`config.mk`:
```
export PLATFORM = sky130hd
export DESIGN_NAME = freq_meter_flat
export DESIGN_NICKNAME = d
export VERILOG_FILES = /design/src/rtl/freq_meter_if.sv /design/src/rtl/freq_meter.sv /design/src/flat_wrapper.sv
export SDC_FILE = /design/constraint.sdc
export NUM_CORES = 1
export LEC_CHECK = 0
export ABC_AREA = 1
export BUFFER_PORTS_ARGS = -buffer_cell sky130_fd_sc_hd__buf_4
export CAP_MARGIN = 20
export CORE_ASPECT_RATIO = 2
export CORE_MARGIN = 2
export CORE_UTILIZATION = 54
export DETAILED_ROUTE_END_ITERATION = 10
export PLACE_DENSITY = 0.69
export SYNTH_ARGS = -nofsm -noshare
export SYNTH_HDL_FRONTEND = slang
export SYNTH_SLANG_ARGS = --single-unit
```
`constraint.sdc`:
```
create_clock -name clk -period 2.74 [get_ports clk]
set_input_delay 0.274 -clock clk [delete_from_list [all_inputs] [get_ports clk]]
set_output_delay 0.274 -clock clk [all_outputs]
set_load 0.02 [all_outputs]
```
`src/rtl/freq_meter_if.sv`:
```
// rtl/freq_meter_if.sv - measurement request/result bundle between a controller and freq_meter
interface freq_meter_if #(
  parameter int CNT_W = 27
);
  logic             start;
  logic             busy;
  logic [CNT_W-1:0] count;
  logic             valid;
  logic             overflow;

  modport master (output start, input busy, count, valid, overflow);
  modport slave  (input start, output busy, count, valid, overflow);
endinterface

```
`src/rtl/freq_meter.sv`:
```
// rtl/freq_meter.sv - counts sig_in rising edges over a GATE_CYCLES clk window
// Define FREQ_METER_CONT_EN for back-to-back continuous measurement after the first start.
module freq_meter #(
  parameter int GATE_CYCLES = 100000000,
  parameter int GATE_W      = 27,
  parameter int CNT_W       = 27
) (
  input  logic         clk,
  input  logic         rst_n,
  input  logic         sig_in,
  freq_meter_if.slave  bus
);

  localparam logic [GATE_W-1:0] GATE_LAST = GATE_W'(GATE_CYCLES - 1);
  localparam logic [CNT_W-1:0]  CNT_MAX   = '1;

  typedef enum logic [1:0] {IDLE, MEASURE, DONE} state_t;

  state_t            state, state_nxt;
  logic              s1, s2, s3;
  logic              edge_det;
  logic [GATE_W-1:0] gate_cnt;
  logic [CNT_W-1:0]  edge_cnt;
  logic              ovf_int;
  logic              gate_last;
  logic              win_clear;
  logic [CNT_W-1:0]  count_q;
  logic              valid_q;
  logic              ovf_q;

  assign edge_det  = s2 & ~s3;
  assign gate_last = (gate_cnt == GATE_LAST);

  always_comb begin
    state_nxt = state;
    win_clear = 1'b0;
    case (state)
      IDLE: begin
        if (bus.start) begin
          state_nxt = MEASURE;
          win_clear = 1'b1;
        end
      end
      MEASURE: begin
        if (gate_last) state_nxt = DONE;
      end
      DONE: begin
`ifdef FREQ_METER_CONT_EN
        state_nxt = MEASURE;
        win_clear = 1'b1;
`else
        state_nxt = IDLE;
`endif
      end
      default: state_nxt = IDLE;
    endcase
  end

  always_ff @(posedge clk or negedge rst_n) begin
    if (!rst_n) begin
      state <= IDLE;
      s1    <= 1'b0;
      s2    <= 1'b0;
      s3    <= 1'b0;
    end else begin
      state <= state_nxt;
      s1    <= sig_in;
      s2    <= s1;
      s3    <= s2;
    end
  end

  // Edge counter saturates; further edges only mark the window as overflowed.
  always_ff @(posedge clk or negedge rst_n) begin
    if (!rst_n) begin
      gate_cnt <= '0;
      edge_cnt <= '0;
      ovf_int  <= 1'b0;
    end else if (win_clear) begin
      gate_cnt <= '0;
      edge_cnt <= '0;
      ovf_int  <= 1'b0;
    end else if (state == MEASURE) begin
      if (!gate_last) gate_cnt <= gate_cnt + 1'b1;
      if (edge_det) begin
        if (edge_cnt == CNT_MAX) ovf_int  <= 1'b1;
        else                     edge_cnt <= edge_cnt + 1'b1;
      end
    end
  end

  always_ff @(posedge clk or negedge rst_n) begin
    if (!rst_n) begin
      count_q <= '0;
      valid_q <= 1'b0;
      ovf_q   <= 1'b0;
    end else if (state == IDLE && bus.start) begin
      valid_q <= 1'b0;
      ovf_q   <= 1'b0;
    end else if (state == DONE) begin
      count_q <= edge_cnt;
      ovf_q   <= ovf_int;
      valid_q <= 1'b1;
    end
  end

  assign bus.busy     = (state != IDLE);
  assign bus.count    = count_q;
  assign bus.valid    = valid_q;
  assign bus.overflow = ovf_q;

endmodule

```
`src/flat_wrapper.sv`:
```
// flat-port wrapper written by rule: the top's interface ports become plain ports
module freq_meter_flat 
#(
  parameter int GATE_CYCLES = 100000000,
  parameter int GATE_W      = 27,
  parameter int CNT_W       = 27
)
  (clk, rst_n, sig_in, bus_start, bus_busy, bus_count, bus_valid, bus_overflow);
  freq_meter_if #(.CNT_W(CNT_W)) bus_i ();
  input  logic clk;
  input  logic rst_n;
  input  logic sig_in;
  input wire logic [$bits(bus_i.start)-1:0] bus_start;
  output wire logic [$bits(bus_i.busy)-1:0] bus_busy;
  output wire logic [$bits(bus_i.count)-1:0] bus_count;
  output wire logic [$bits(bus_i.valid)-1:0] bus_valid;
  output wire logic [$bits(bus_i.overflow)-1:0] bus_overflow;
  assign bus_i.start = bus_start;
  assign bus_busy = bus_i.busy;
  assign bus_count = bus_i.count;
  assign bus_valid = bus_i.valid;
  assign bus_overflow = bus_i.overflow;
  freq_meter #(.GATE_CYCLES(GATE_CYCLES), .GATE_W(GATE_W), .CNT_W(CNT_W)) u_core (.clk(clk), .rst_n(rst_n), .sig_in(sig_in), .bus(bus_i));
endmodule
```
==> flow_metrics.py, run 1 <==
metrics = {
    "critical_path": {
        "arrival_ns": 2.49,
        "required_ns": 3.00,
        "startpoint_type": "flop",
        "max_stage_delay_ns": 0.63,
        "crit_chain": "ha_1, nand3_2, nor2_2, nand2_1, nor2_1, nor2_2, buf_4, nor2_1, a21oi_1",
        "crit_buf_inv": 1,
        "worstSetupEndpointType": "flop",
        "worst-path-stages": 9,
        "worstReg2RegEnd": "u_core.gate_cnt[0]$_DFFE_PN0P_",
        "startpoint": "u_core.gate_cnt[0]$_DFFE_PN0P_",
        "cp_max_fo": 15,
        "crit_family": "simple AND/OR/NAND/NOR gates",
        "r2r_start": "u_core.gate_cnt[0]$_DFFE_PN0P_",
        "slowest_stage": "nor2_2",
        "critPathKind": "flop to flop",
        "ff2ff_setup_slack_ns": 0.51,
        "reg2reg_depth": 9,
    },
    "global_routing": {
        "global_route.usage.total": 0.287,
        "grt_max_degree": 90,
        "grt_pass1_wl_mm": 22.0,
        "first_global_vias": 4452,
        "antenna_found_initial": 0,
        "overflow": 0,
    },
    "timing": {
        "slew-limit-headroom": 0.448,
        "fin_crit_sh": 0.815,
        "skew_ns": 0.00518,
        "fmax_mhz": 448,
        "hold_viol": 0,
        "fin_tns_setup_ns": 0,
        "rsz0062_at_grt": "no",
        "setup_viol": 0,
        "tightest_slew_ns": 0.827,
        "drv_slew": 0,
        "fin_crit_ns": 2.23,
    },
    "finish": {
        "syn_to_final_growth_pct": 13.5,
        "fillers": 837,
        "ff_latch_area_mm2": 0.00223,
        "drive_gt1_frac": 0.0969,
        "n_antenna_cell": 0,
        "multi_input_area_mm2": 0.00245,
        "fin_nets": 745,
    },
    "yosys": {
        "synth_top_cell_area_share": 0.446,
        "synthTopCellsByArea": "dfrtp_1 (45%), nand2_1 (22%), nor2_1 (6.8%), nand3_1 (6.4%), inv_1 (4.0%)",
        "synth_edf_count": 0,
        "synth_top_family_by_area": "simple AND/OR/NAND/NOR gates",
        "yosys_warnings": 0,
        "synth_area_mm2": 0.00499,
        "synth_compound_area_frac": 0.0286,
        "ys_ff_latch": 89,
        "yosys-top-cells-count": "nand2_1 (292), nor2_1 (90), dfrtp_1 (89)",
        "ys_async_sr_fraction": 1.00,
        "syn_nets": 711,
        "synth_mux_area_frac": 0,
        "postSynthCellCount": 705,
        "yosysMostFrequentCell": "nand2_1",
        "synth_area_leader_cell": "dfrtp_1",
        "synthFlopType": "dfrtp_1",
        "avgSynthCellArea_um2": 7.08,
        "synth_xor_area_frac": 0.0334,
        "ys_types": 31,
        "synth_fa_ha_area_frac": 0.00502,
        "synthSimpleGateAreaFrac": 0.424,
        "seq_area_frac_synth": 0.446,
    },
    "clock_network": {
        "cts.path.max_buffers": 2,
        "post-cts-setup-buffer-count": 0,
        "clk_pin_slew_ns": 0.06,
        "cts_tree": "yes",
        "cts.sinks": 89,
        "cts_buffers": 9,
        "cts-root-buf": "clkbuf_16",
        "clk_latency_ns": 0.34,
        "cts_resized": 0,
        "cts_htree_levels": 3,
    },
    "power": {
        "seqPwrFrac": 0.487,
        "p_leak_nw": 3.21,
        "powerDensity_mw_per_mm2": 478,
        "combPwrFrac": 0.014,
        "power.internal_mw": 2.17,
        "net-switching-power_uw": 537,
        "p_sw_frac": 0.198,
        "vdd.ir_drop.worst_mv": 0.270,
        "pwr-share-clk": 0.499,
        "power.total_mw": 2.71,
    },
    "drt": {
        "dr_wl_met2_mm": 7.47,
        "wl_met1_mm": 4.82,
        "wl_met3_um": 382,
        "routed_wirelength_mm": 13.6,
        "drtAntennaViolNets": 0,
        "vias_per_cell": 5.45,
        "drc": 0,
        "vias": 4602,
        "top_layer": "met4",
        "initialDrtViolationCount": 355,
        "wl_per_cell_um": 16.1,
        "drt_pre_antenna_iters": 5,
    },
    "floorplan": {
        "rows": 49,
        "start_util": 0.554,
        "io_pins": 34,
        "core_mm2": 0.00901,
        "die_area_mm2": 0.0101,
        "die_h_um": 140,
        "die_w_um": 72.0,
    },
    "placement": {
        "place.gp.congestion": 0.975,
        "port_buffers": 33,
        "dp_hpwl_mm": 9.99,
    },
    "hold_path": {
        "hold_depth": 1,
        "hold_end": "u_core.s1$_DFF_PN0_",
        "min-delay-start": "sig_in",
        "min_path_type": "input pin to flop",
    },
    "run": {
        "max_cap_viol_count": 0,
    },
    "outcome": {
        "outcome": "complete, no violations",
    },
}
cells in the final DEF, fill, tap and decap left out:
cell type	count
xnor2_1	2
inv_1	53
nor3b_1	1
dfrtp_1	89
inv_2	1
dlygate4sd3_1	1
nand3_1	64
bufinv_16	2
nand2_2	2
buf_12	1
ha_1	2
clkinv_1	1
nor3b_4	1
clkbuf_16	9
clkbuf_8	2
o21ai_0	25
buf_4	38
nor3_1	4
xor2_1	17
clkinv_4	1
a21oi_1	2
nand2_8	1
nor2_2	5
inv_6	1
nand3_4	1
nor2_1	90
nand2_1	292
nor2_8	1
o21bai_1	1
or2_2	2
nand3_2	1
nand4_1	27
nor2_4	2
clkinvlp_4	1
flip-flops by register name, summed over array words and instances (netlist names):
name / flops
u_core.s2: 1
u_core.bus.count: 27
u_core.s3: 1
u_core.bus.overflow: 1
u_core.s1: 1
u_core.state: 2
u_core.ovf_int: 1
u_core.gate_cnt: 27
u_core.bus.valid: 1
u_core.edge_cnt: 27
layer usage:
metal,up-vias,global-route usage
li1,2288,-
met4,0,0.186
met2,121,0.528
met5,-,0
met3,51,0.0353
met1,2142,0.292
final cells by class:
class / count / area share
Timing Repair Buffer: 40 / 0.0557
Clock inverter: 4 / 0.0135
Sequential cell: 89 / 0.393
Multi-Input combinational cell: 543 / 0.433
Clock buffer: 11 / 0.0446
Tap cell: 102 / 0.0225
Inverter: 56 / 0.0380
worst max path at each step:
stage                                 endpoint  slack (ns)
5_1_grt         u_core.gate_cnt[6]$_DFFE_PN0P_        0.37
4_1_cts         u_core.gate_cnt[0]$_DFFE_PN0P_        0.47
2_1_floorplan  u_core.gate_cnt[21]$_DFFE_PN0P_        1.10
3_5_place_dp    u_core.gate_cnt[0]$_DFFE_PN0P_        0.48
6_report        u_core.gate_cnt[0]$_DFFE_PN0P_        0.51
3_3_place_gp    u_core.gate_cnt[6]$_DFFE_PN0P_        0.55
logic make-up (layout without fill, tap and decap cells):
family / Yosys count / count (layout)
and+or+nand+nor: 494 / 494
adders and majority gates: 2 / 2
xor gates and xnor gates: 19 / 19
DFF: 89 / 89
AOI/OAI and AO/OA: 28 / 28
buffers and inverters: 73 / 111
per-stage QoR:
stage	instances	setup WS (ns)	instance area, um^2	util	hold slack (ns)
3_3_place_gp	829	0.548	5330	0.591	0.332
3_5_place_dp	829	0.482	5330	0.591	0.338
4_1_cts	845	0.471	5660	0.628	0.0330
6_report	845	0.508	5660	0.628	0.0380
2_1_floorplan	705	1.10	4990	-	-0.0216
5_1_grt	845	0.366	5660	0.628	0.0364
what timing repair did:
action	in CTS	in global routing
hold endpoints to repair	34	0
setup endpoints to repair	0	0
hold buffers	1	0
power groups by stage:
stage               sequential, mW  combinational, mW  clock, mW
CTS                           1.32             0.0406       1.38
global route                  1.32             0.0454       1.43
floorplan                     1.34            0.00426          0
finish                        1.32             0.0386       1.35
detailed placement            1.34             0.0396          0
global placement              1.34             0.0390          0
Note: power is estimated with default switching activity, not from simulation.
==> inputs of run 2 (changes only) <==
- PLACE_DENSITY: 0.69 -> 0.72
- clock period: 2.74 -> 1.9 ns (I/O delays scaled with it)
==> flow_metrics.py, run 2 (synthesized netlist as in run 1, its figures left out) <==
metrics = {
    "outcome": {
        "outcome": "complete, no violations",
    },
    "clock_network": {
        "clk_latency_ns": 0.34,
        "clk_pin_slew_ns": 0.07,
        "cts-root-buf": "clkbuf_16",
        "cts.sinks": 89,
        "cts.path.max_buffers": 2,
        "cts_tree": "yes",
        "cts_buffers": 9,
        "cts_htree_levels": 3,
    },
    "drt": {
        "vias": 4813,
        "initialDrtViolationCount": 404,
        "drtAntennaViolNets": 0,
        "routed_wirelength_mm": 14.7,
        "drt_pre_antenna_iters": 8,
        "vias_per_cell": 5.51,
        "drc": 0,
        "wl_per_cell_um": 16.9,
    },
    "floorplan": {
        "start_util": 0.554,
        "die_h_um": 140,
        "die_w_um": 72.0,
        "io_pins": 34,
        "rows": 49,
        "core_mm2": 0.00901,
        "die_area_mm2": 0.0101,
    },
    "critical_path": {
        "reg2reg_depth": 7,
        "crit_end": "u_core.edge_cnt[21]$_DFFE_PN0P_",
        "ff2ff_setup_slack_ns": 0.11,
        "r2r_start": "u_core.edge_cnt[2]$_DFFE_PN0P_",
        "required_ns": 2.17,
        "startpoint": "u_core.edge_cnt[2]$_DFFE_PN0P_",
        "worstReg2RegEnd": "u_core.edge_cnt[21]$_DFFE_PN0P_",
        "slowest_stage": "dfrtp_1",
        "arrival_ns": 2.07,
        "max_stage_delay_ns": 0.45,
        "cp_max_fo": 6,
        "critPathKind": "flop to flop",
        "startpoint_type": "flop",
        "worstSetupEndpointType": "flop",
        "crit_chain": "nand3_1, nor2_1, nand3_1, nor2_1, xor2_1, nand2_1, nand2_1",
    },
    "timing": {
        "fmax_mhz": 558,
        "slew-limit-headroom": 0.603,
        "rsz0062_at_grt": "no",
        "fin_tns_setup_ns": 0,
        "hold_viol": 0,
        "fin_crit_sh": 0.944,
        "setup_viol": 0,
        "drv_slew": 0,
        "fin_crit_ns": 1.79,
        "tightest_slew_ns": 0.595,
        "skew_ns": 0.00684,
    },
    "finish": {
        "final_common_cell": "nand2_1",
        "fin_nets": 772,
        "syn_to_final_growth_pct": 17.4,
        "fillers": 821,
        "layout_common_cells": "nand2_1 (292), nor2_1 (90), dfrtp_1 (89), nand3_1 (64), buf_4 (61)",
        "multi_input_area_mm2": 0.00247,
        "utilization": 0.650,
        "drive_gt1_frac": 0.130,
        "n_antenna_cell": 0,
        "ff_latch_area_mm2": 0.00223,
    },
    "global_routing": {
        "grt_pass1_wl_mm": 23.0,
        "first_global_vias": 4662,
        "global_route.usage.total": 0.302,
        "antenna_found_initial": 0,
        "overflow": 0,
        "grt_max_degree": 50,
    },
    "power": {
        "powerDensity_mw_per_mm2": 626,
        "vdd.ir_drop.worst_mv": 0.523,
        "p_leak_nw": 3.33,
    },
    "run": {
        "max_cap_viol_count": 0,
    },
    "hold_path": {
        "min_path_type": "input pin to async pin",
    },
    "placement": {
        "dp_hpwl_mm": 11.0,
        "place.gp.congestion": 0.996,
        "port_buffers": 33,
    },
}
-- run 2: worst min-delay path by stage --
| stage | start | endpoint | slack [ns] | cells past startpoint |
|---|---|---|---|---|
| finish | rst_n | u_core.bus.count[0]$_DFFE_PN0P_ | 0.31 | 2 |
| detailed placement | rst_n | u_core.bus.count[0]$_DFFE_PN0P_ | 0.13 | 1 |
| floorplan | rst_n | u_core.bus.count[0]$_DFFE_PN0P_ | -0.11 | 0 |
| global route | rst_n | u_core.bus.count[24]$_DFFE_PN0P_ | 0.34 | 2 |
| CTS | rst_n | u_core.edge_cnt[4]$_DFFE_PN0P_ | 0.32 | 2 |
| global placement | rst_n | u_core.bus.count[2]$_DFFE_PN0P_ | 0.13 | 1 |
-- run 2: area by class of cell --
cell class	instances	area share
clock buffers	9	0.0384
flip-flops and latches	89	0.380
well taps	102	0.0218
clock inverters	7	0.00897
multi-input cells	544	0.422
repair buffers	66	0.0918
inverters	56	0.0367
-- run 2: per-layer routing --
metal / part of all wire / vias up / global-route usage
li1: - / 2351 / -
met1: 0.34 / 2232 / 0.303
met2: 0.55 / 161 / 0.557
met3: 0.032 / 69 / 0.0388
met4: 0.074 / 0 / 0.202
met5: 0 / - / 0
-- run 2: worst max-delay path, delay by kind of cell (launching register included) --
family | cells | cell delay, ns
xor+xnor | 1 | 0.16
flops | 1 | 0.45
simple gates | 6 | 1.12
-- run 2: report_power, final --
part / leakage (nW) / total, mW / switching (mW) / internal [mW]
Sequential: 1.04 / 1.90 / 0.00204 / 1.90
Combinational: 2.15 / 0.0616 / 0.0456 / 0.0160
Clock: 0.137 / 1.71 / 0.809 / 0.900
-- run 2: per-stage QoR --
| stage | setup slack (ns) | cell area [um^2] | hold WS, ns | std cells | power, mW |
|---|---|---|---|---|---|
| 2_1_floorplan | 0.259 | 4990 | -0.106 | 705 | 1.94 |
| 3_3_place_gp | 0.0600 | 5520 | 0.130 | 851 | 1.99 |
| 3_5_place_dp | 0.0494 | 5520 | 0.131 | 851 | 2.00 |
| 4_1_cts | 0.0220 | 5810 | 0.315 | 869 | 3.68 |
| 5_1_grt | 0.00894 | 5860 | 0.337 | 873 | 3.78 |
| 6_report | 0.107 | 5860 | 0.310 | 873 | 3.67 |
-- run 2: repair_timing --
| item | in CTS | in global routing |
|---|---|---|
| hold buffers | 2 | 0 |
| gates resized for setup | 0 | 3 |
| setup buffers | 0 | 3 |
| endpoints found under the setup margin | 0 | 19 |
| hold endpoints to repair | 27 | 0 |
